## src/rtl/run_ctrl_pkg.sv

```systemverilog
// run_ctrl_pkg: shared types and constants for the run controller.
//   state_t      - controller FSM states
//   START_PC     - program entry addresses indexed by prog_sel
//   start_pc_of  - lookup helper returning the entry address of a program
package run_ctrl_pkg;

    typedef enum logic [2:0] {
        ST_IDLE  = 3'd0,
        ST_RST   = 3'd1,
        ST_RUN   = 3'd2,
        ST_DRAIN = 3'd3,
        ST_DONE  = 3'd4
    } state_t;

    // Entry addresses are kept at 32 bits; the top sizes them to its PC width.
    localparam logic [31:0] START_PC [4] = '{32'd0, 32'd256, 32'd512, 32'd768};

    function automatic logic [31:0] start_pc_of(input logic [1:0] sel);
        return START_PC[sel];
    endfunction

endpackage

```

## src/rtl/run_ctrl_phase_timer.sv

```systemverilog
// phase_timer: loadable down-counter shared by the RST and DRAIN phases.
//   clk, reset - clock and synchronous active-high reset (count clears to 0)
//   load       - load load_val this edge (takes priority over dec)
//   load_val   - value to load
//   dec        - decrement by one this edge; holds at zero
//   zero       - count is zero
module phase_timer #(
    parameter int W = 1
) (
    input  logic         clk,
    input  logic         reset,
    input  logic         load,
    input  logic [W-1:0] load_val,
    input  logic         dec,
    output logic         zero
);

    logic [W-1:0] cnt;

    always_ff @(posedge clk) begin
        if (reset) begin
            cnt <= '0;
        end else if (load) begin
            cnt <= load_val;
        end else if (dec && (cnt != '0)) begin
            cnt <= cnt - W'(1);
        end
    end

    assign zero = (cnt == '0);

endmodule

```

## src/rtl/run_ctrl.sv

```systemverilog
// run_ctrl: sequences one program execution on the single-cycle core.
//   clk, reset - clock and synchronous active-high reset
//   req        - start request level; a rising edge starts a run from IDLE or DONE
//   prog_sel   - program select, latched on the start edge
//   halt       - core end-of-program indication, honoured only in RUN
//   core_rst   - core reset (IDLE and RST)
//   core_en    - core advance enable (RUN only)
//   start_pc   - entry address of the latched program
//   busy       - high in RST, RUN and DRAIN
//   done       - run complete, held until the next start
//   timeout    - last run ended on the cycle limit rather than halt
//   cycles     - edges spent in RUN during the last or current run
//   dbg_state  - current FSM state for observation
//
// Handshake: req is a level; only its 0->1 transition, sampled on clk, counts
// as a start, and only while IDLE or DONE. done stays high until that start is
// accepted, at which point it drops on the same edge. No start is queued.
module run_ctrl
    import run_ctrl_pkg::*;
#(
    parameter int D         = 12,
    parameter int CW        = 16,
    parameter int RST_CYC   = 2,
    parameter int DRAIN_CYC = 2,
    parameter int MAX_CYC   = 4096
) (
    input  logic          clk,
    input  logic          reset,
    input  logic          req,
    input  logic [1:0]    prog_sel,
    input  logic          halt,
    output logic          core_rst,
    output logic          core_en,
    output logic [D-1:0]  start_pc,
    output logic          busy,
    output logic          done,
    output logic          timeout,
    output logic [CW-1:0] cycles,
    output state_t        dbg_state
);

    localparam int PH_MAX = (RST_CYC > DRAIN_CYC) ? RST_CYC : DRAIN_CYC;
    localparam int PH_W   = (PH_MAX > 1) ? $clog2(PH_MAX) : 1;

    localparam logic [PH_W-1:0] RST_LOAD   = PH_W'(RST_CYC - 1);
    localparam logic [PH_W-1:0] DRAIN_LOAD = PH_W'(DRAIN_CYC - 1);
    localparam logic [CW-1:0]   LAST_CYC   = CW'(MAX_CYC - 1);

    state_t          state, state_nxt;
    logic            req_q;
    logic            start;
    logic [1:0]      sel_q;
    logic            ph_load;
    logic [PH_W-1:0] ph_val;
    logic            ph_dec;
    logic            ph_zero;
    logic            run_exit;

    assign start    = req & ~req_q;
    // Halt takes precedence; the limit only ends the run when halt is low.
    assign run_exit = halt || (cycles == LAST_CYC);

    phase_timer #(.W(PH_W)) u_phase_timer (
        .clk      (clk),
        .reset    (reset),
        .load     (ph_load),
        .load_val (ph_val),
        .dec      (ph_dec),
        .zero     (ph_zero)
    );

    always_ff @(posedge clk) begin
        if (reset) begin
            state <= ST_IDLE;
        end else begin
            state <= state_nxt;
        end
    end

    always_comb begin
        state_nxt = state;
        ph_load   = 1'b0;
        ph_val    = RST_LOAD;
        ph_dec    = 1'b0;
        case (state)
            ST_IDLE, ST_DONE: begin
                if (start) begin
                    state_nxt = ST_RST;
                    ph_load   = 1'b1;
                    ph_val    = RST_LOAD;
                end
            end
            ST_RST: begin
                if (ph_zero) begin
                    state_nxt = ST_RUN;
                end else begin
                    ph_dec = 1'b1;
                end
            end
            ST_RUN: begin
                if (run_exit) begin
                    state_nxt = ST_DRAIN;
                    ph_load   = 1'b1;
                    ph_val    = DRAIN_LOAD;
                end
            end
            ST_DRAIN: begin
                if (ph_zero) begin
                    state_nxt = ST_DONE;
                end else begin
                    ph_dec = 1'b1;
                end
            end
            default: begin
                state_nxt = ST_IDLE;
            end
        endcase
    end

    always_ff @(posedge clk) begin
        if (reset) begin
            req_q   <= 1'b0;
            sel_q   <= 2'd0;
            cycles  <= '0;
            timeout <= 1'b0;
        end else begin
            req_q <= req;
            case (state)
                ST_IDLE, ST_DONE: begin
                    if (start) begin
                        sel_q   <= prog_sel;
                        cycles  <= '0;
                        timeout <= 1'b0;
                    end
                end
                ST_RUN: begin
                    // The exiting edge is counted too, so a timed-out run
                    // ends with cycles == MAX_CYC.
                    cycles <= cycles + CW'(1);
                    if (!halt && (cycles == LAST_CYC)) begin
                        timeout <= 1'b1;
                    end
                end
                default: ;
            endcase
        end
    end

    // Moore output decode from registered state only.
    assign core_rst  = (state == ST_IDLE) || (state == ST_RST);
    assign core_en   = (state == ST_RUN);
    assign busy      = (state == ST_RST) || (state == ST_RUN) || (state == ST_DRAIN);
    assign done      = (state == ST_DONE);
    assign start_pc  = D'(start_pc_of(sel_q));
    assign dbg_state = state;

endmodule

```

## config.mk

```make
export PLATFORM = sky130hd
export DESIGN_NAME = run_ctrl
export DESIGN_NICKNAME = d
export VERILOG_FILES = /design/src/rtl/run_ctrl_pkg.sv /design/src/rtl/run_ctrl_phase_timer.sv /design/src/rtl/run_ctrl.sv
export SDC_FILE = /design/constraint.sdc
export NUM_CORES = 1
export LEC_CHECK = 0
export ABC_AREA = 0
export CAP_MARGIN = 20
export CELL_PAD_IN_SITES_DETAIL_PLACEMENT = 0
export CELL_PAD_IN_SITES_GLOBAL_PLACEMENT = 2
export CORE_MARGIN = 3
export CORE_UTILIZATION = 30
export CTS_CLUSTER_DIAMETER = 50
export DETAILED_ROUTE_END_ITERATION = 10
export DONT_BUFFER_PORTS = 1
export PLACE_DENSITY_LB_ADDON = 0.25
export SYNTH_ARGS = -nofsm -noshare
export SYNTH_HDL_FRONTEND = slang
export SYNTH_SLANG_ARGS = --single-unit
```

## constraint.sdc

```tcl
create_clock -name clk -period 1.92 [get_ports clk]
set_input_delay 0.096 -clock clk [delete_from_list [all_inputs] [get_ports clk]]
set_output_delay 0.096 -clock clk [all_outputs]
set_load 0.02 [all_outputs]
```

==> results of run 1 <==
[metal layers]
metal,part of all wire,up-vias
li1,-,584
met1,0.46,580
met4,0.016,0
met5,0,-
met2,0.48,22
met3,0.045,5
[worst max-delay path, stage by stage (launching register included)]
cell	delay, ns
dfxtp_2	0.32
buf_4	0.17
or4b_2	0.86
nand2_1	0.13
mux2_2	0.15
nor2_1	0.03
[cells in the mapped netlist (3+ instances only)]
master,count
buf_4,10
nor2b_1,3
nor2_1,18
nand3_1,4
nand2b_1,3
o21ai_0,3
nor4_1,5
dfxtp_1,24
nand4_1,3
a31o_2,3
nand2_1,15
clkbuf_1,5
a21oi_1,16
nor3_1,4
nand4b_1,4
mux2_2,5
[stage by stage]
stage	util	total power, mW	setup slack, ns	hold WS (ns)	instance area, sq um
5_1_grt	0.377	1.32	0.0216	0.0536	1530
2_1_floorplan	-	0.827	0.0341	0.224	1320
3_5_place_dp	0.352	0.880	-0.00630	0.170	1430
3_3_place_gp	0.352	0.870	-0.0103	0.168	1430
4_1_cts	0.376	1.26	0.0578	0.0239	1530
6_report	0.377	1.24	0.104	0.0264	1530
[where the power goes]
group / internal, mW / leakage (nW) / switching (mW)
combinational: 0.112 / 0.336 / 0.227
clock: 0.184 / 0.0288 / 0.173
sequential: 0.524 / 0.195 / 0.0200
[repair_timing]
item | CTS | global route
hold buffers | 4 | 0
setup endpoints to repair | 3 | 3
endpoints found under the hold margin | 23 | 0
resized for setup | 1 | 1
cloned | 0 | 0
[final cells by class]
cell class,count,area share
inverter,3,0.0106
timing repair buffer,26,0.134
tap,50,0.0408
sequential,24,0.315
multi-input combinational,120,0.464
clock buffer,4,0.0359
[sequential cells by signal, indices dropped and copies added (netlist names)]
| signal | flops |
|---|---|
| cycles | 16 |
| dbg_state | 3 |
| sel_q | 2 |
| req_q | 1 |
| timeout | 1 |
| u_phase_timer.cnt | 1 |
[cells by family after synthesis]
| family | share of synthesized area |
|---|---|
| other | 0.00291 |
| AND/OR/NAND/NOR | 0.299 |
| buffers and inverters | 0.107 |
| AO/OA/AOI/OAI | 0.157 |
| multiplexers | 0.0437 |
| XOR/XNOR | 0.00680 |
| adder cells (fa/ha/maj) | 0.00972 |
| flip-flops | 0.373 |
[path summary, 6_finish.rpt]
path,from,end,slack [ns],cells past startpoint
worst max-delay path,dbg_state[1],cycles[8],0.10,5
worst min-delay path,req,dbg_state[2],0.03,3
worst max register to register,dbg_state[1],cycles[8],0.10,5
worst min register to register,sel_q[1],sel_q[1],0.56,2
==> reports/results.txt, run 1 <==
layout cell share with drive strength beyond 1 -> 0.237
H-tree Lvls -> 1
Post-layout nets -> 185
largest net degree at the start of global routing -> 24
critical path type -> reg2reg
Final Skew -> 0.000987 ns
CTS clk-pin slew, worst paths -> 0.09 ns
Gate Count Post-Synth -> 156
Cell Area, Synth -> 0.00129 sq mm
Ports -> 42
most common cell after layout, fill and taps aside -> dfxtp_1
busiest grt layer -> met2
core box area -> 0.00406 sq mm
Diodes inserted -> 0
placed instance count -> 219
Syn Area/Cell -> 8.25 sq um
LEAKAGE -> 0.559 nW
Final Hold Fails -> 0
clock sinks -> 24
clock latency at the later pin of the worst-skew pair -> 0.27 ns
Critical Path End Type -> flop
post-CTS setup buffer count -> 0
top-area cell type share of the netlist area -> 0.373
post-DP HPWL -> 2.47 mm
die height -> 71.5 um
Initial Utilization -> 0.317
TritonCTS clock tree -> yes
maximum vdd ir drop -> 0.000237 V
GPL Wtd Cong -> 0.823
ys async rst share -> 0
Cell variety after synth -> 43
Worst EP required -> 2.06 ns
first-pass GRT wire length -> 5.87 mm
die area -> 0.00511 sq mm
multi-input logic area -> 711 sq um
First-pass DRT Iterations -> 4
top cells by area, synth -> dfxtp_1 37%, a21oi_1 6.2%, buf_4 5.8%
worst hold path type -> in2reg
# Max-Cap Violations -> 0
Overflow after GRT -> 0
RSZ-0062 raised after global routing -> false
register area share after synthesis -> 0.373
Routed WL -> 3.40 mm
top_reg_cell synth -> dfxtp_1
post-route non-filler standard cell count -> 227
synth warn -> 0
met2 usage -> 0.238
register bit total from synthesis -> 24
via count -> 1191
vias in the first global route -> 1187
GRT met1 Usage -> 0.184
Clk Tree Root Cell -> clkbuf_8
status -> finished, final reports clean
fmax -> 551 MHz
port bufs -> 0
DRT iter0 DRCs -> 37
GRT Total Usage -> 0.143
detail-routed via count per cell -> 5.25
Reg area -> 482 sq um
max-slew violations -> 0
TritonCTS Buffers -> 3
Slew HR -> 0.410
Die W -> 71.5 um
most frequent cells in the layout -> 23 x dfxtp_1, 22 x buf_4, 18 x nor2_1
post-synth top area cell -> dfxtp_1
GRT met3 Usage -> 0.0295
Slew @ Worst Pin -> 0.883 ns
min cycle time layout -> 1.82 ns
Cell Pwr Density -> 809 mW/mm^2
final-report setup violation count -> 0
clk buf depth -> 2
initial antenna violation count -> 0
Final ANT Viol Nets -> 0
Post-synth EDFFs -> 0
period utilization -> 0.946
WL per Instance -> 15.0 um
fillers -> 431
Worst Setup Start Kind -> flop
number of cell rows -> 23
Setup TNS Final -> 0 ns
# DRC -> 0
Area Overhead vs Synth -> 19.0%
Max FO, Critical Path -> 11
Crit path arrival time -> 1.95 ns
No activity file was read; power rests on OpenSTA's default activity.
==> run 2, diff against run 1 <==
--- a/config.mk
+++ b/config.mk
@@ -6,6 +6,7 @@
 export NUM_CORES = 1
 export LEC_CHECK = 0
 export ABC_AREA = 0
+export ABC_CLOCK_PERIOD_IN_PS = 1920
 export CAP_MARGIN = 20
 export CELL_PAD_IN_SITES_DETAIL_PLACEMENT = 0
 export CELL_PAD_IN_SITES_GLOBAL_PLACEMENT = 2
@@ -14,7 +15,7 @@
 export CTS_CLUSTER_DIAMETER = 50
 export DETAILED_ROUTE_END_ITERATION = 10
 export DONT_BUFFER_PORTS = 1
-export PLACE_DENSITY_LB_ADDON = 0.25
+export PLACE_DENSITY = 0.67
 export SYNTH_ARGS = -nofsm -noshare
 export SYNTH_HDL_FRONTEND = slang
 export SYNTH_SLANG_ARGS = --single-unit
==> run 2 against run 1 <==
  * Sequential power hardly changed
  * First-iteration DRC count rose by 30%
  * Maximum frequency about the same
  * Largest cell class unchanged
  * Largest power group unchanged
==> reports/results.txt, run 2 (synthesis gave the netlist of run 1 again) <==
layout cell share with drive strength beyond 1 -> 0.217 (was 0.237)
first-pass GRT wire length -> 5.24 mm (was 5.87 mm)
H-tree Lvls -> 1 (unchanged)
Seq pwr share -> 0.447 (was 0.439)
Net Switching -> 0.402 mW (was 0.420 mW)
Max FO, Critical Path -> 9 (was 11)
Initial Utilization -> 0.317 (unchanged)
largest net degree at the start of global routing -> 24 (unchanged)
Worst Setup Start Kind -> flop (unchanged)
post-route non-filler standard cell count -> 225 (was 227)
CTS resizes -> 0 (was 1)
M1 WL -> 1.45 mm (was 1.55 mm)
Final Hold Fails -> 0 (unchanged)
post-DP HPWL -> 2.35 mm (was 2.47 mm)
Net Sw Frac -> 0.330 (was 0.339)
port bufs -> 0 (unchanged)
met3 WL -> 265 um (was 152 um)
Routed WL -> 3.26 mm (was 3.40 mm)
max FFs per register -> 16 (unchanged)
DRT iter0 DRCs -> 48 (was 37)
min cycle time layout -> 1.82 ns (about the same)
GRT Total Usage -> 0.128 (was 0.143)
WL per Instance -> 14.5 um (was 15.0 um)
Crit path arrival time -> 2.00 ns (was 1.95 ns)
die height -> 71.5 um (unchanged)
First-pass DRT Iterations -> 4 (unchanged)
Slew @ Worst Pin -> 0.916 ns (was 0.883 ns)
vias in the first global route -> 1077 (was 1187)
Cell Pwr Density -> 806 mW/mm^2 (was 809 mW/mm^2)
most frequent cells in the layout -> 23 x dfxtp_1, 20 x buf_4, 18 x nor2_1 (was 23 x dfxtp_1, 22 x buf_4, 18 x nor2_1)
Top Metal Used -> met4 (unchanged)
Power, Total -> 1.22 mW (was 1.24 mW)
TritonCTS clock tree -> yes (unchanged)
max-slew violations -> 0 (unchanged)
clock sinks -> 24 (unchanged)
number of cell rows -> 23 (unchanged)
via count -> 1160 (was 1191)
clk buf depth -> 2 (unchanged)
CTS clk-pin slew, worst paths -> 0.08 ns (was 0.09 ns)
Area Overhead vs Synth -> 17.2% (was 19.0%)
Ports -> 42 (unchanged)
status -> finished, final reports clean (unchanged)
die area -> 0.00511 sq mm (unchanged)
LEAKAGE -> 0.546 nW (was 0.559 nW)
Die W -> 71.5 um (unchanged)
critical path type -> reg2reg (unchanged)
clock latency at the later pin of the worst-skew pair -> 0.26 ns (was 0.27 ns)
placed instance count -> 217 (was 219)
Worst EP required -> 2.10 ns (was 2.06 ns)
Int Pwr -> 0.814 mW (was 0.819 mW)
Clk pwr share -> 0.281 (was 0.288)
maximum vdd ir drop -> 0.000280 V (was 0.000237 V)
core box area -> 0.00406 sq mm (unchanged)
Combinational Power Share -> 0.272 (was 0.273)
final-report setup violation count -> 0 (unchanged)
largest reg by FF count -> cycles (unchanged)
Diodes inserted -> 0 (unchanged)
RSZ-0062 raised after global routing -> false (unchanged)
metal2 WL -> 1.52 mm (was 1.64 mm)
Overflow after GRT -> 0 (unchanged)
Final Skew -> 0.00402 ns (was 0.000987 ns)
hold slack -> 0.0360 ns (was 0.0264 ns)
# DRC -> 0 (unchanged)
# Max-Cap Violations -> 0 (unchanged)
most common cell after layout, fill and taps aside -> dfxtp_1 (unchanged)
worst hold path type -> in2reg (unchanged)
detail-routed via count per cell -> 5.16 (was 5.25)
fmax -> 551 MHz (about the same)
Post-layout nets -> 183 (was 185)
Finished Core Util -> 0.372 (was 0.377)
Slew HR -> 0.387 (was 0.410)
TritonCTS Buffers -> 3 (unchanged)
Worst R2R Setup Slack -> 0.10 ns (about the same)
Clk Tree Root Cell -> clkbuf_8 (unchanged)
initial antenna violation count -> 0 (unchanged)
GPL Wtd Cong -> 0.755 (was 0.823)
Final ANT Viol Nets -> 0 (unchanged)
period utilization -> 0.946 (about the same)
Setup TNS Final -> 0 ns (unchanged)
Critical Path End Type -> flop (unchanged)
run 2: layout make-up:
type	count	area [sq um]
fill	435	2550
clock buffer	4	55.1
timing repair buffer	24	190
inverter	3	16.3
multi-input combinational	120	703
tap	50	62.6
sequential	24	482
run 2: metrics by stage:
| stage | instance area [sq um] | setup WS, ns |
|---|---|---|
| 6_report | 1510 | 0.104 |
| 5_1_grt | 1510 | 0.0339 |
| 3_3_place_gp | 1410 | 0.177 |
| 2_1_floorplan | 1320 | 0.0341 |
| 4_1_cts | 1510 | 0.104 |
| 3_5_place_dp | 1410 | 0.133 |
run 2: per-layer routing:
layer | global-route usage | vias up
met5 | 0 | -
met3 | 0.0393 | 2
li1 | - | 582
met1 | 0.162 | 542
met2 | 0.209 | 34
met4 | 0.0376 | 0
run 2: worst paths after layout:
check                from  cells after the start            to
max          dbg_state[0]                      4     cycles[5]
min                   req                      3  dbg_state[2]
max reg2reg  dbg_state[0]                      4     cycles[5]
min reg2reg     cycles[4]                      2     cycles[4]
run 2: timing repair:
action                                  4_1_cts  5_1_grt
endpoints found under the setup margin        0        0
buffers inserted                              0        0
hold buffers                                  4        0
endpoints found under the hold margin        23        0
run 2: worst max-delay path, stage by stage, from the launching register on:
cell,delay [ns]
dfxtp_1,0.32
or3b_1,0.53
buf_4,0.23
or4_1,0.50
a21oi_1,0.15
run 2: power by group through the flow:
| stage | clock (mW) | combinational [mW] | sequential (mW) |
|---|---|---|---|
| floorplan | 0 | 0.244 | 0.583 |
| global placement | 0 | 0.317 | 0.554 |
| detailed placement | 0 | 0.317 | 0.555 |
| CTS | 0.360 | 0.333 | 0.544 |
| global route | 0.376 | 0.368 | 0.547 |
| finish | 0.342 | 0.330 | 0.544 |
==> run 3, diff against run 2 <==
--- a/config.mk
+++ b/config.mk
@@ -18,4 +18,6 @@
 export PLACE_DENSITY = 0.67
 export SYNTH_ARGS = -nofsm -noshare
 export SYNTH_HDL_FRONTEND = slang
+export SYNTH_HIERARCHICAL = 1
 export SYNTH_SLANG_ARGS = --single-unit
+export TNS_END_PERCENT = 50
==> run 3 against run 2 <==
  * The flow now finishes with violations (hold timing)
  * Combinational power shrank 38%
  * First-iteration DRC count grew 25%
  * Clock power grew 31%
  * Largest power group unchanged
  * Maximum frequency shrank 2.4%
  * Sequential power shrank 3%
  * Critical path type unchanged
  * Sequential share of layout area shrank 2.1 points
  * Die area shrank 2.9%
==> reports/results.txt, run 3 <==
Ports -> 42 (unchanged)
vias in the first global route -> 1148 (was 1077)
cell with the most instances after synthesis -> dfxtp_1 (unchanged)
max FFs per register -> 16 (unchanged)
Initial Utilization -> 0.326 (was 0.317)
placed cell area -> 0.00146 sq mm (was 0.00141 sq mm)
hold slack -> -0.118 ns (was 0.0360 ns)
post-DP HPWL -> 2.40 mm (was 2.35 mm)
Post-synth EDFFs -> 0 (unchanged)
clk buf depth -> 2 (unchanged)
Clk pwr share -> 0.382 (was 0.281)
Routed WL -> 3.38 mm (was 3.26 mm)
maximum vdd ir drop -> 0.000331 V (was 0.000280 V)
# Max-Cap Violations -> 0 (unchanged)
detail-routed via count per cell -> 5.19 (was 5.16)
Seq pwr share -> 0.446 (was 0.447)
Cell variety after synth -> 45 (was 43)
Syn Area/Cell -> 8.25 sq um (about the same)
Clk Tree Root Cell -> clkbuf_8 (unchanged)
most frequent cells in the layout -> 28 x buf_4, 21 x dfxtp_1, 14 x nor2_1 (was 23 x dfxtp_1, 20 x buf_4, 18 x nor2_1)
Design Area, Final -> 0.00163 sq mm (was 0.00151 sq mm)
fmax -> 537 MHz (was 551 MHz)
ys async rst share -> 0 (unchanged)
Overflow after GRT -> 0 (unchanged)
port bufs -> 0 (unchanged)
register bit total from synthesis -> 24 (unchanged)
max-slew violations -> 0 (unchanged)
DRT iter0 DRCs -> 60 (was 48)
via count -> 1189 (was 1160)
core box area -> 0.00383 sq mm (was 0.00406 sq mm)
First-pass DRT Iterations -> 4 (unchanged)
Die W -> 70.5 um (was 71.5 um)
clock sinks -> 24 (unchanged)
Final ANT Viol Nets -> 0 (unchanged)
Crit path arrival time -> 2.02 ns (was 2.00 ns)
post-synth top area cell -> dfxtp_1 (unchanged)
top cells by area, synth -> dfxtp_1 39%, buf_4 6.0%, a21oi_1 5.6% (was dfxtp_1 37%, a21oi_1 6.2%, buf_4 5.8%)
largest net degree at the start of global routing -> 27 (was 24)
Combinational Power Share -> 0.172 (was 0.272)
Cell Area, Synth -> 0.00125 sq mm (was 0.00129 sq mm)
crit-path cells -> or3b_4 > inv_2 > buf_4 > xnor2_1 > nor3_1 > dlygate4sd3_1 (was or3b_1 > buf_4 > or4_1 > a21oi_1)
Gate Count Post-Synth -> 151 (was 156)
H-tree Lvls -> 1 (unchanged)
critical path type -> reg2reg (unchanged)
min cycle time layout -> 1.86 ns (was 1.82 ns)
Cell Pwr Density -> 721 mW/mm^2 (was 806 mW/mm^2)
initial antenna violation count -> 0 (unchanged)
synth warn -> 6 (was 0)
Setup TNS Final -> 0 ns (unchanged)
GRT Total Usage -> 0.139 (was 0.128)
Final Hold Fails -> 20 (was 0)
Diodes inserted -> 0 (unchanged)
clock latency at the later pin of the worst-skew pair -> 0.27 ns (was 0.26 ns)
delay of the slowest critical-path stage -> 0.55 ns (was 0.53 ns)
most common cell after layout, fill and taps aside -> buf_4 (was dfxtp_1)
status -> complete, but fails checks (was finished, final reports clean)
Int Pwr -> 0.868 mW (was 0.814 mW)
failing checks -> hold timing
layout cell share with drive strength beyond 1 -> 0.298 (was 0.217)
Net Sw Frac -> 0.263 (was 0.330)
TritonCTS Buffers -> 3 (unchanged)
largest reg by FF count -> cycles (unchanged)
Max FO, Critical Path -> 8 (was 9)
register area share after synthesis -> 0.386 (was 0.373)
most common library cells after synthesis -> 24 x dfxtp_1, 14 x a21oi_1, 14 x nor2_1 (was 24 x dfxtp_1, 18 x nor2_1, 16 x a21oi_1)
LEAKAGE -> 0.645 nW (was 0.546 nW)
number of cell rows -> 22 (was 23)
CTS clk-pin slew, worst paths -> 0.09 ns (was 0.08 ns)
GPL Wtd Cong -> 0.708 (was 0.755)
Final Skew -> 0.00353 ns (was 0.00402 ns)
# DRC -> 0 (unchanged)
top_reg_cell synth -> dfxtp_1 (unchanged)
slowest CP cell -> dlygate4sd3_1 (was or3b_1)
Worst EP required -> 2.08 ns (was 2.10 ns)
worst hold path type -> in2reg (unchanged)
Post-layout nets -> 189 (was 183)
first-pass GRT wire length -> 5.60 mm (was 5.24 mm)
Power, Total -> 1.18 mW (was 1.22 mW)
Area Overhead vs Synth -> 31.1% (was 17.2%)
Net Switching -> 0.310 mW (was 0.402 mW)
die area -> 0.00496 sq mm (was 0.00511 sq mm)
final-report setup violation count -> 0 (unchanged)
Worst Setup Start Kind -> flop (unchanged)
hold buffers post-CTS -> 4 (unchanged)
TritonCTS clock tree -> yes (unchanged)
WL per Instance -> 14.8 um (was 14.5 um)
top-area cell type share of the netlist area -> 0.386 (was 0.373)
RSZ-0062 raised after global routing -> true (was false)
period utilization -> 0.970 (was 0.946)
die height -> 70.5 um (was 71.5 um)
Critical Path End Type -> flop (unchanged)
[run 3: cell types whose count changed after synthesis, sizes merged, moves of 3 or more]
| cell | before | now |
|---|---|---|
| mux2 | 5 | 1 |
| nor2 | 18 | 14 |
| or4 | 2 | 6 |
| a31o | 3 | 0 |
| inv | 2 | 5 |
| nor4 | 5 | 2 |
[run 3: metal layers]
metal | vias to the layer above | GRT usage | share of wire
met5 | - | 0 | 0
met4 | 0 | 0.0383 | 0.0041
met3 | 2 | 0.0403 | 0.086
met2 | 38 | 0.218 | 0.45
met1 | 561 | 0.184 | 0.46
li1 | 588 | - | -
[run 3: stage by stage]
step	setup WS (ns)	cells	util
3_5_place_dp	0.0177	220	0.383
2_1_floorplan	0.0200	160	-
3_3_place_gp	0.0254	220	0.383
4_1_cts	-0.00744	228	0.412
6_report	0.0583	229	0.427
5_1_grt	-0.00507	229	0.427
[run 3: path summary, 6_finish.rpt]
kind / from / slack (ns) / end / depth (start not counted)
worst max-delay path: dbg_state[1] / 0.06 / cycles[0] / 6
worst min register to register: cycles[10] / 0.51 / cycles[10] / 2
worst max register to register: dbg_state[1] / 0.06 / cycles[0] / 6
worst min-delay path: reset / -0.12 / dbg_state[0] / 1
[run 3: cells by family (layout without fill, tap and decap cells)]
| logic type | count (synthesis) | count (layout) | share of synthesized area |
|---|---|---|---|
| compound gates | 30 | 30 | 0.156 |
| xor+xnor | 2 | 2 | 0.0141 |
| fa+ha+maj | 1 | 1 | 0.0100 |
| buf+inv | 21 | 42 | 0.0994 |
| flops | 24 | 24 | 0.386 |
| mux | 2 | 2 | 0.0171 |
| other cells | 2 | 11 | 0.00603 |
| simple gates | 69 | 69 | 0.312 |
[run 3: critical path: cells and delay by family, from the launching register on]
family	cells	cell delay, ns
flip-flops	1	0.35
XOR/XNOR	1	0.13
AND/OR/NAND/NOR	2	0.45
buffers and inverters	3	0.81
[run 3: area by class of cell]
type	count	area [sq um]
Clock buffer	3	41.3
Clock inverter	1	30.0
Fill cell	382	2190
Inverter	5	18.8
Multi-Input combinational cell	115	736
Sequential cell	24	487
Tap cell	48	60.1
Timing Repair Buffer	33	262
[run 3: timing repair]
| action | 4_1_cts | 5_1_grt |
|---|---|---|
| endpoints found under the setup margin | 1 | 7 |
| gates resized for setup | 0 | 12 |
| hold endpoints to repair | 24 | 20 |
| setup buffers | 0 | 1 |
| pin swaps | 0 | 5 |
[run 3: power by group through the flow]
stage                     Sequential (mW)  Clock [mW]  Combinational [mW]
after floorplan                     0.553           0               0.133
after global placement              0.537           0               0.184
after detailed placement            0.538           0               0.184
after CTS                           0.526       0.466               0.194
after global routing                0.528       0.482               0.223
final                               0.526       0.449               0.203
